`src/rtl/mult_sequencer.sv`:
```
// ---------------------------------------------------------------------------
// mult_sequencer
//
// Multi-cycle unsigned shift-and-add multiplier. A single 2*SIZE-bit adder is
// reused over SIZE clock cycles instead of a wide combinational multiplier.
// A start/busy/done handshake sequences the operand registers, the step
// counter and the accumulator.
//
// Ports:
//   Clock    in   1        system clock, rising-edge active
//   Reset    in   1        synchronous, active-low reset
//   iStart   in   1        request, accepted only while IDLE
//   iA       in   SIZE     multiplicand, sampled on the accepting edge
//   iB       in   SIZE     multiplier, sampled on the accepting edge
//   oBusy    out  1        high while an operation is in RUN or DONE
//   oDone    out  1        one-cycle pulse, oResult newly updated
//   oResult  out  2*SIZE   product of the last completed operation
//   oStep    out  clog2    current RUN step index (debug), 0 outside RUN
// ---------------------------------------------------------------------------
module mult_sequencer #(
    parameter int SIZE = 16
) (
    input  logic                      Clock,
    input  logic                      Reset,
    input  logic                      iStart,
    input  logic [SIZE-1:0]           iA,
    input  logic [SIZE-1:0]           iB,
    output logic                      oBusy,
    output logic                      oDone,
    output logic [2*SIZE-1:0]         oResult,
    output logic [$clog2(SIZE)-1:0]   oStep
);

    localparam int STEPW = $clog2(SIZE);
    localparam int RESW  = 2 * SIZE;
    localparam logic [STEPW-1:0] LAST_STEP = STEPW'(SIZE - 1);

    typedef enum logic [1:0] {
        IDLE = 2'd0,
        RUN  = 2'd1,
        DONE = 2'd2
    } stateT;

    stateT             state;
    stateT             stateNext;

    logic [RESW-1:0]   mcand;
    logic [RESW-1:0]   mcandNext;
    logic [SIZE-1:0]   mplier;
    logic [SIZE-1:0]   mplierNext;
    logic [RESW-1:0]   acc;
    logic [RESW-1:0]   accNext;
    logic [RESW-1:0]   sum;
    logic [STEPW-1:0]  step;
    logic [STEPW-1:0]  stepNext;
    logic [RESW-1:0]   result;
    logic [RESW-1:0]   resultNext;
    logic              busy;
    logic              busyNext;
    logic              done;
    logic              doneNext;

    // Next-state and datapath logic. Every register defaults to holding its
    // value, except the done flag which defaults low so it can only ever be a
    // single-cycle pulse. The step counter is forced back to 0 on the final
    // RUN edge rather than incremented, so it never wraps and oStep reads 0
    // in every state other than RUN.
    always_comb begin
        stateNext  = state;
        mcandNext  = mcand;
        mplierNext = mplier;
        accNext    = acc;
        stepNext   = step;
        resultNext = result;
        busyNext   = busy;
        doneNext   = 1'b0;
        sum        = acc;

        case (state)
            IDLE: begin
                busyNext = 1'b0;
                stepNext = '0;
                if (iStart) begin
                    mcandNext  = {{SIZE{1'b0}}, iA};
                    mplierNext = iB;
                    accNext    = '0;
                    stepNext   = '0;
                    busyNext   = 1'b1;
                    stateNext  = RUN;
                end
            end

            RUN: begin
                // The final result must include this step's addend, so the
                // sum is formed once here and used for both acc and result.
                sum        = mplier[0] ? (acc + mcand) : acc;
                accNext    = sum;
                mcandNext  = mcand << 1;
                mplierNext = mplier >> 1;
                if (step == LAST_STEP) begin
                    resultNext = sum;
                    doneNext   = 1'b1;
                    stepNext   = '0;
                    stateNext  = DONE;
                end else begin
                    stepNext = step + STEPW'(1);
                end
            end

            DONE: begin
                busyNext  = 1'b0;
                stepNext  = '0;
                stateNext = IDLE;
            end

            default: begin
                busyNext  = 1'b0;
                stepNext  = '0;
                stateNext = IDLE;
            end
        endcase
    end

    // State and datapath registers. Reset wins over everything, including a
    // start in the same cycle, and aborts any running operation without a
    // done pulse. The stored result is also cleared.
    always_ff @(posedge Clock) begin
        if (!Reset) begin
            state  <= IDLE;
            mcand  <= '0;
            mplier <= '0;
            acc    <= '0;
            step   <= '0;
            result <= '0;
            busy   <= 1'b0;
            done   <= 1'b0;
        end else begin
            state  <= stateNext;
            mcand  <= mcandNext;
            mplier <= mplierNext;
            acc    <= accNext;
            step   <= stepNext;
            result <= resultNext;
            busy   <= busyNext;
            done   <= doneNext;
        end
    end

    assign oBusy   = busy;
    assign oDone   = done;
    assign oResult = result;
    assign oStep   = step;

endmodule

```
`config.mk`:
```
export PLATFORM = sky130hd
export DESIGN_NAME = mult_sequencer
export DESIGN_NICKNAME = d
export VERILOG_FILES = /design/src/rtl/mult_sequencer.sv
export SDC_FILE = /design/constraint.sdc
export NUM_CORES = 1
export LEC_CHECK = 0
export ABC_CLOCK_PERIOD_IN_PS = 5500
export BUFFER_PORTS_ARGS = -buffer_cell sky130_fd_sc_hd__buf_2
export CAP_MARGIN = 20
export CORE_ASPECT_RATIO = 1.4
export CORE_UTILIZATION = 45
export DETAILED_ROUTE_END_ITERATION = 10
export HOLD_SLACK_MARGIN = 0.05
export SETUP_SLACK_MARGIN = 0.05
export SLEW_MARGIN = 10
export SYNTH_ARGS = -nofsm -noshare
export SYNTH_HDL_FRONTEND = slang
export SYNTH_SLANG_ARGS = --single-unit
```
`constraint.sdc`:
```
create_clock -name Clock -period 5.5 [get_ports Clock]
set_input_delay 0.275 -clock Clock [delete_from_list [all_inputs] [get_ports Clock]]
set_output_delay 0.275 -clock Clock [all_outputs]
set_load 0.005 [all_outputs]
```
Word level (Yosys, flattened, before mapping)
Index checks and enable logic that the tools add are counted. W data, S select, Z words.

Output and inout port bits: 38. RAM bits: 0. Latch bits: 0. Bits in read-only memories: 0. Input bits: 35. Logic and storage cells: 36. Memories: 0. Register bits: 120.

Add/subtract/negate cells: 2. Order comparisons: 0. Divide/modulo/power cells: 0. $mul: 0. Shift operators: 0. Reduce and logical (&&, ||, !) cells: 7. Bitwise gates (word level): 2. Equality and inequality tests: 4. Mux-type cells: 13.

Operators by type and width (number): $pmux W32 S2 (2); $mux W32 (3); $add A32 B32 Y32 (1); $pmux W16 S2 (1); $mux W16 (1); $reduce_and A2 Y1 (4); $add A4 B1 Y4 const B (1); $eq A4 B4 Y1 const B (1); $mux W2 (2); $ne A2 B2 Y1 const B (2); $pmux W2 S2 (1); $reduce_or A3 Y1 (1); $eq A2 B1 Y1 const B (1); $logic_not A2 Y1 (1); $mux W1 (2); $not A1 Y1 (2); $pmux W1 S2 (1); $reduce_bool A2 Y1 (1).

Longest topological paths before layout
Gate-level depths: netlist (run 1).

Depth in word-level cells: 3. Depth in mapped cells: 10. Depth with buffers taken out: 10.

Worst setup path before layout (run 1)
Ideal clock, no wire load.

Kind: register to register. Start: register mcand[0]. End: register acc[30]. Arrival: 2.440 ns. Library setup time: 0.117 ns. Slack: 2.943 ns. Stages on the path, launching flop included: 11. Buffers on the path: 0. Period minus slack after synthesis: 2.557 ns. Data required time: 5.383 ns. Cells stage by stage: dfxtp_1 ha_1 fa_1 a21o_1 a31o_2 nand2_1 o21bai_1 a31oi_1 o31ai_1 xor2_1 a22o_1.

Longest elaborated chain between the ends: 3.

Ends and longest elaborated chain: start, declared (RTL line 47) `logic [RESW-1:0] mcand;`; start signal, assigned (RTL line 139) `mcand <= mcandNext;`; $add A32 B32 Y32 (RTL line 96) `sum = mplier[0] ? (acc + mcand) : acc;`; $mux W32 (RTL line 96); $pmux W32 S2 (RTL line 79) `case (state)`; end signal, assigned (RTL line 141) `acc <= accNext;`; end, declared (RTL line 51) `logic [RESW-1:0] acc;`.

Every way passes these cells. A chain may end at the register's enable or synchronous reset.

Worst setup path after layout (run 1)
Same ends and word-level chain as after synthesis.

==> results of run 1 <==
routing by layer:
metal | share of wire [%] | routed length [um]
met5 | 0 | 0
met4 | 2.3 | 368
met3 | 3.1 | 497
met2 | 51 | 8320
met1 | 43 | 6980
cell type report:
cell class	instances	area share, %
inverters	7	0.361
clock inverters	14	2.71
well taps	182	3.12
flip-flops and latches	120	33.0
clock buffers	18	6.03
multi-input cells	535	47.9
repair buffers	88	6.92
sequential cells by signal, indices dropped and copies added, names as in the netlist:
signal   count
oStep        4
state        2
oDone        1
mcand       32
oBusy        1
oResult     32
acc         32
mplier      16
synth_stat cells, types with 2 or more instances:
cell type    n
dfxtp_1    120
nor2_1      87
nand2_1     71
a21oi_1     51
o21ai_0     43
a22o_1      37
clkbuf_1    36
ha_1        32
mux2i_1     19
xnor2_1     19
a311oi_1    17
o221ai_1    17
a211oi_1    15
nand3_1     11
xor2_1      11
a21o_1      10
nor3_1       8
o211ai_1     7
a31oi_1      6
inv_1        6
nand2b_1     6
o21bai_1     6
o31ai_1      6
and2_1       5
buf_1        5
o21a_1       5
or3_1        5
and3_1       4
nand4_1      4
nor2b_1      4
a211o_1      3
and4_1       3
buf_2        3
or2_2        3
a221oi_1     2
a22oi_1      2
a41o_1       2
a41oi_1      2
buf_6        2
o41ai_1      2
cell families after synthesis:
| kind of cell | share of synthesized area (%) |
|---|---|
| AO/OA/AOI/OAI | 27.6 |
| AND/OR/NAND/NOR | 15.1 |
| flip-flops | 39.4 |
| buffers and inverters | 3.65 |
| adder cells (fa/ha/maj) | 6.89 |
| XOR/XNOR | 4.31 |
| multiplexers | 3.12 |
power breakdown:
group / switching [mW] / total [mW] / internal, mW / leakage (nW)
Sequential: 0.0235 / 0.925 / 0.901 / 0.976
Clock: 0.417 / 1.19 / 0.772 / 0.306
Combinational: 0.138 / 0.217 / 0.0795 / 1.84
cells in the final DEF, fill, tap and decap left out, types with 5 or more instances in the layout:
cell             n
nand2_1         71
nand2b_1         6
inv_1            6
clkbuf_16       17
a21o_1          10
buf_4            7
o211ai_1         7
and2_1           5
nor3_1           8
o21ai_0         42
nor2_1          85
mux2i_1         19
o21bai_1         6
nand3_1         11
a22o_1          37
a211oi_1        15
dfxtp_1        119
o31ai_1          6
a31oi_1          6
xor2_1          11
ha_1            32
o21a_1           5
o221ai_1        17
a311oi_1        17
buf_2           72
xnor2_1         19
dlygate4sd3_1    8
a21oi_1         51
clkinv_4         5
or3_1            5
worst max-delay path: stages (launching register included):
cell and delay [ns]:
dfxtp_1 0.33, ha_1 0.24, fa_1 0.41, a21o_1 0.20
a31o_2 0.26, nand2_1 0.12, o21bai_1 0.14, a31oi_1 0.55
o31ai_1 0.25, xor2_1 0.19, a22o_1 0.25
path summary, 6_finish.rpt:
check / start / to / slack (ns) / cells after the start
setup reg to reg: mcand[0]$_SDFFE_PN0P_ / acc[30]$_SDFFE_PN0P_ / 2.45 / 10
hold reg to reg: oStep[0]$_SDFF_PP0_ / oStep[0]$_SDFF_PP0_ / 0.46 / 1
hold / removal: iA[8] / mcand[8]$_SDFFE_PN0P_ / 0.06 / 3
setup / recovery: mcand[0]$_SDFFE_PN0P_ / acc[30]$_SDFFE_PN0P_ / 2.45 / 10
stage by stage:
stage          cells  utilization, %  total power, mW  hold WS (ns)  instance area, um2
4_1_cts          963            54.6             2.35        0.0507                7280
6_report         964            54.7             2.33        0.0640                7290
2_1_floorplan    709               -             1.09         0.396                6100
3_5_place_dp     923            49.2             1.16         0.457                6560
3_3_place_gp     923            49.2             1.15         0.444                6560
5_1_grt          964            54.7             2.42        0.0767                7290
==> metrics.md, run 1 <==
| Metric | Value |
|---|---|
| Top-level I/O count | `73` |
| Synth Flop Type | `dfxtp_1` |
| Crit. End Element | `flip-flop` |
| Post-synth EDFFs | `0` |
| Pre-CTS setup slack | `2.25 ns` |
| Total Neg Setup Slack | `0 ns` |
| Crit path DAT | `3.36 ns` |
| H-Tree Depth | `4` |
| Max-cap viol count | `0` |
| CTS-repair resized insts | `0` |
| Reg clk slew, reported paths | `0.06 ns` |
| Most Used Layer, Global Route | `met2` |
| Area Overhead vs Synth | `19.5%` |
| Reg area | `0.00240 mm2` |
| CP Launch Type | `flip-flop` |
| Fmax achieved | `0.328 GHz` |
| Avg WL per Cell | `16.8 um` |
| Clk buf depth | `2` |
| Multi-input logic area | `0.00349 mm2` |
| CTS buffer count | `17` |
| Grt met2 use | `43.9%` |
| Mean Syn Cell Area | `8.60 um2` |
| Routed Antenna Nets | `0` |
| Vias in the first global route | `5375` |
| Gpl congestion | `0.871` |
| Post-CTS setup buffer count | `0` |
| Row count | `50` |
| Hold_buf cts | `8` |
| Die X | `100 um` |
| Critical path peak fanout | `4` |
| Final period util | `55.4%` |
| Share of the synthesized area in the top cell type | `39.4%` |
| Final net count | `837` |
| Total Routing Usage GR | `24.7%` |
| CTS sink cnt | `120` |
| Final setup violation count | `0` |
| Critical path required time | `5.81 ns` |
| Sequential area share after synthesis | `39.4%` |
| IO Port Bufs | `72` |
| Slew Limit Headroom | `30.3%` |
| Core area | `0.0133 mm2` |
| DP HPWL | `11200 um` |
| Cell taking the most area after synthesis | `dfxtp_1` |
| Leak Pwr | `3.12 nW` |
| Synth Instances | `709` |
| TritonCTS clock tree | `yes` |
| Initial cell density of the core | `45.8%` |
| Yosys reg bits | `120` |
| Synth async-reset ratio | `0%` |
| N_diodes | `0` |
| Slew Limit Fails | `0` |
| Initial antenna violation count | `0` |
| CTS root buf | `clkbuf_16` |
| Via count | `5433` |
| Layout fillers | `1287` |
| Final worst path period need | `3.05 ns` |
| Met1 Use GR | `28.7%` |
| Clk_skew | `0.00703 ns` |
| Netlist cell types | `52` |
| PwrDens | `320 mW/mm2` |
| Synth Net Count | `777` |
| Outcome | `complete, no violations` |
| Mapped Area | `0.00610 mm2` |
| Largest net degree at the start of global routing | `53` |
| Global route overflow | `0` |
| Met3 Use GR | `4.32%` |
| Total die area | `0.0140 mm2` |
| Drt first pass iters | `5` |
| Maximum vdd drop | `0.000179 V` |
| Total Routed Length | `16200 um` |
| Hold Vio Cnt, Final | `0` |
| Top post-synthesis cells by area | `dfxtp_1 (39%), ha_1 (6.6%), nor2_1 (5.4%)` |
| RSZ-0062 raised after global routing | `false` |
| HP Class | `in2reg` |
| Worst skew pair latency | `0.42 ns` |
| CP Class | `reg2reg` |
| Die height | `140 um` |
| Layout cells sized above 1 | `15.9%` |
| Final worst setup slack | `2.45 ns` |
| Worst-margin pin slew | `1.04 ns` |
| Residual DRC count | `0` |
| Vias/cell | `5.64` |
| Drt first-iter violations | `220` |
| First-pass GRT wire length | `26900 um` |
| Yosys warns | `0` |
(Power assumes the default switching activity.)
==> inputs of run 2 (changes only) <==
--- a/config.mk
+++ b/config.mk
@@ -5,7 +5,7 @@
 export SDC_FILE = /design/constraint.sdc
 export NUM_CORES = 1
 export LEC_CHECK = 0
-export ABC_CLOCK_PERIOD_IN_PS = 5500
+export ABC_CLOCK_PERIOD_IN_PS = 2900
 export BUFFER_PORTS_ARGS = -buffer_cell sky130_fd_sc_hd__buf_2
 export CAP_MARGIN = 20
 export CORE_ASPECT_RATIO = 1.4
==> constraint.sdc (replaced) <==
create_clock -name Clock -period 2.9 [get_ports Clock]
set_input_delay 0.145 -clock Clock [delete_from_list [all_inputs] [get_ports Clock]]
set_output_delay 0.145 -clock Clock [all_outputs]
set_load 0.005 [all_outputs]
==> run 2 against run 1 <==
Hold slack gained 0.076 ns. Critical path type unchanged. Fmax grew 13%. Combinational power grew 110%. Via count grew 2.3%. Critical endpoint is now oResult[31]$_SDFFE_PN0P_. Setup slack lost 2.3 ns. Sequential cell count is the same. Die area is the same. Cell area grew 3.8%.
==> metrics.md, run 2 (synthesized netlist as in run 1, its figures left out) <==
| Metric | Value |
|---|---|
| Outcome | `complete, no violations` |
| Commonest non-fill, non-tap cell in the layout | `dfxtp_1` |
| N_diodes | `0` |
| Layout fillers | `1247` |
| Slew Limit Fails | `0` |
| Slew Limit Headroom | `52.1%` |
| Leak Pwr | `3.25 nW` |
| Vias in the first global route | `5385` |
| Final period util | `93.0%` |
| Core area | `0.0133 mm2` |
| Routed Antenna Nets | `0` |
| Most frequent cells in the layout | `dfxtp_1 (119), nor2_1 (85), buf_2 (72)` |
| IO Port Bufs | `72` |
| Crit path buf inv count | `0` |
| Sw Pwr | `1.14 mW` |
| Vias/cell | `5.57` |
| First-pass GRT wire length | `27100 um` |
| Sw Ratio | `26.3%` |
| Fmax achieved | `0.371 GHz` |
| Worst skew pair latency | `0.42 ns` |
| PwrDens | `570 mW/mm2` |
| Clk pwr share | `48.9%` |
| CTS sink cnt | `120` |
| HP Class | `in2reg` |
| Gpl congestion | `0.880` |
| Total Routed Length | `16800 um` |
| Initial cell density of the core | `45.8%` |
| Critical path required time | `3.18 ns` |
| Reg clk slew, reported paths | `0.06 ns` |
| CTS root buf | `clkbuf_16` |
| Slowest stage delay, CP | `0.42 ns` |
| Final Core Density | `56.8%` |
| Int Pwr | `3.18 mW` |
| Die height | `140 um` |
| Reg power frac | `40.7%` |
| Global route overflow | `0` |
| H-Tree Depth | `4` |
| Maximum vdd drop | `0.000466 V` |
| Drt first pass iters | `5` |
| Total Neg Setup Slack | `0 ns` |
| Largest net degree at the start of global routing | `44` |
| Top-level I/O count | `73` |
| CTS buffer count | `17` |
| Avg WL per Cell | `16.9 um` |
| Drt first-iter violations | `253` |
| Max-cap viol count | `0` |
| DP HPWL | `11600 um` |
| Final worst path period need | `2.70 ns` |
| RSZ-0062 raised after global routing | `false` |
| Row count | `50` |
| CP cell instances | `ha_1 -> a21o_1 -> a221o_1 -> o21bai_1 -> a22o_1 -> a211oi_2 -> mux2i_1 -> xnor2_1 -> a21oi_1` |
| TritonCTS clock tree | `yes` |
| Via count | `5556` |
| Slowest CP cell | `ha_1` |
| CP Class | `reg2reg` |
| Final setup violation count | `0` |
| Worst-margin pin slew | `0.716 ns` |
| Total die area | `0.0140 mm2` |
| Clk buf depth | `2` |
| Critical path peak fanout | `9` |
| Combinational fraction of design power | `10.4%` |
| Area Overhead vs Synth | `24.0%` |
| Clk_skew | `0.00892 ns` |
| Die X | `100 um` |
| Crit path DAT | `2.98 ns` |
| Total Routing Usage GR | `24.7%` |
| Crit. End Element | `flip-flop` |
| Layout cells sized above 1 | `16.6%` |
| CP Launch Type | `flip-flop` |
| Initial antenna violation count | `0` |
| Crit path max-delay family | `compound AO/OA/AOI/OAI gates` |
| Residual DRC count | `0` |
| Hold Vio Cnt, Final | `0` |
| Final net count | `870` |
run 2: path summary, 6_finish.rpt:
| path | startpoint | to | slack [ns] | cells after the start |
|---|---|---|---|---|
| worst max-delay path | mcand[22]$_SDFFE_PN0P_ | oResult[31]$_SDFFE_PN0P_ | 0.20 | 9 |
| worst min register to register | mplier[9]$_SDFFE_PN0P_ | mplier[8]$_SDFFE_PN0P_ | 0.48 | 2 |
| worst max register to register | mcand[22]$_SDFFE_PN0P_ | oResult[31]$_SDFFE_PN0P_ | 0.20 | 9 |
| worst min-delay path | Reset | oResult[7]$_SDFFE_PN0P_ | 0.14 | 3 |
run 2: power by group through the flow:
stage / sequential [mW] / combinational (mW) / clock, mW
4_1_cts: 1.75 / 0.449 / 2.13
5_1_grt: 1.76 / 0.496 / 2.21
3_5_place_dp: 1.79 / 0.413 / 0
2_1_floorplan: 1.78 / 0.291 / 0
3_3_place_gp: 1.79 / 0.408 / 0
6_report: 1.75 / 0.448 / 2.11
run 2: worst register-to-register path, stage by stage (launching register included):
cell      delay, ns
dfxtp_1        0.34
ha_1           0.42
a21o_1         0.23
a221o_1        0.35
o21bai_1       0.19
a22o_1         0.22
a211oi_2       0.23
mux2i_1        0.33
xnor2_1        0.17
a21oi_1        0.09
run 2: timing repair:
item	CTS	global route
setup buffers	0	0
gates resized for setup	0	3
hold buffers	32	0
hold endpoints to repair	32	0
endpoints found under the setup margin	0	6
run 2: layer usage:
metal	share of wire, %	up-vias	GRT usage, %	wire, um
met3	3.2	25	4.12	530
met5	0	-	0	0
met4	1.5	0	7.78	259
li1	-	2805	-	-
met1	44	2626	30.0	7390
met2	51	100	43.8	8630
run 2: cell type report:
type                            instances  area [um2]  share of cell area (%)
Multi-Input combinational cell        535        3500                    46.2
Sequential cell                       120        2400                    31.8
Timing Repair Buffer                  121         821                    10.8
Clock buffer                           18         439                    5.80
Tap cell                              182         228                    3.01
Clock inverter                         14         150                    1.98
Inverter                                7        26.3                   0.347
run 2: per-stage QoR:
stage	hold WS, ns	cell area (um2)	total power [mW]	instances	setup WS (ns)
final	0.140	7570	4.31	997	0.202
after global routing	0.202	7570	4.47	997	0.0196
after CTS	0.137	7550	4.33	997	0.116
after detailed placement	0.356	6640	2.20	933	0.140
after global placement	0.353	6640	2.19	933	0.229
after floorplan	0.266	6100	2.07	709	0.343
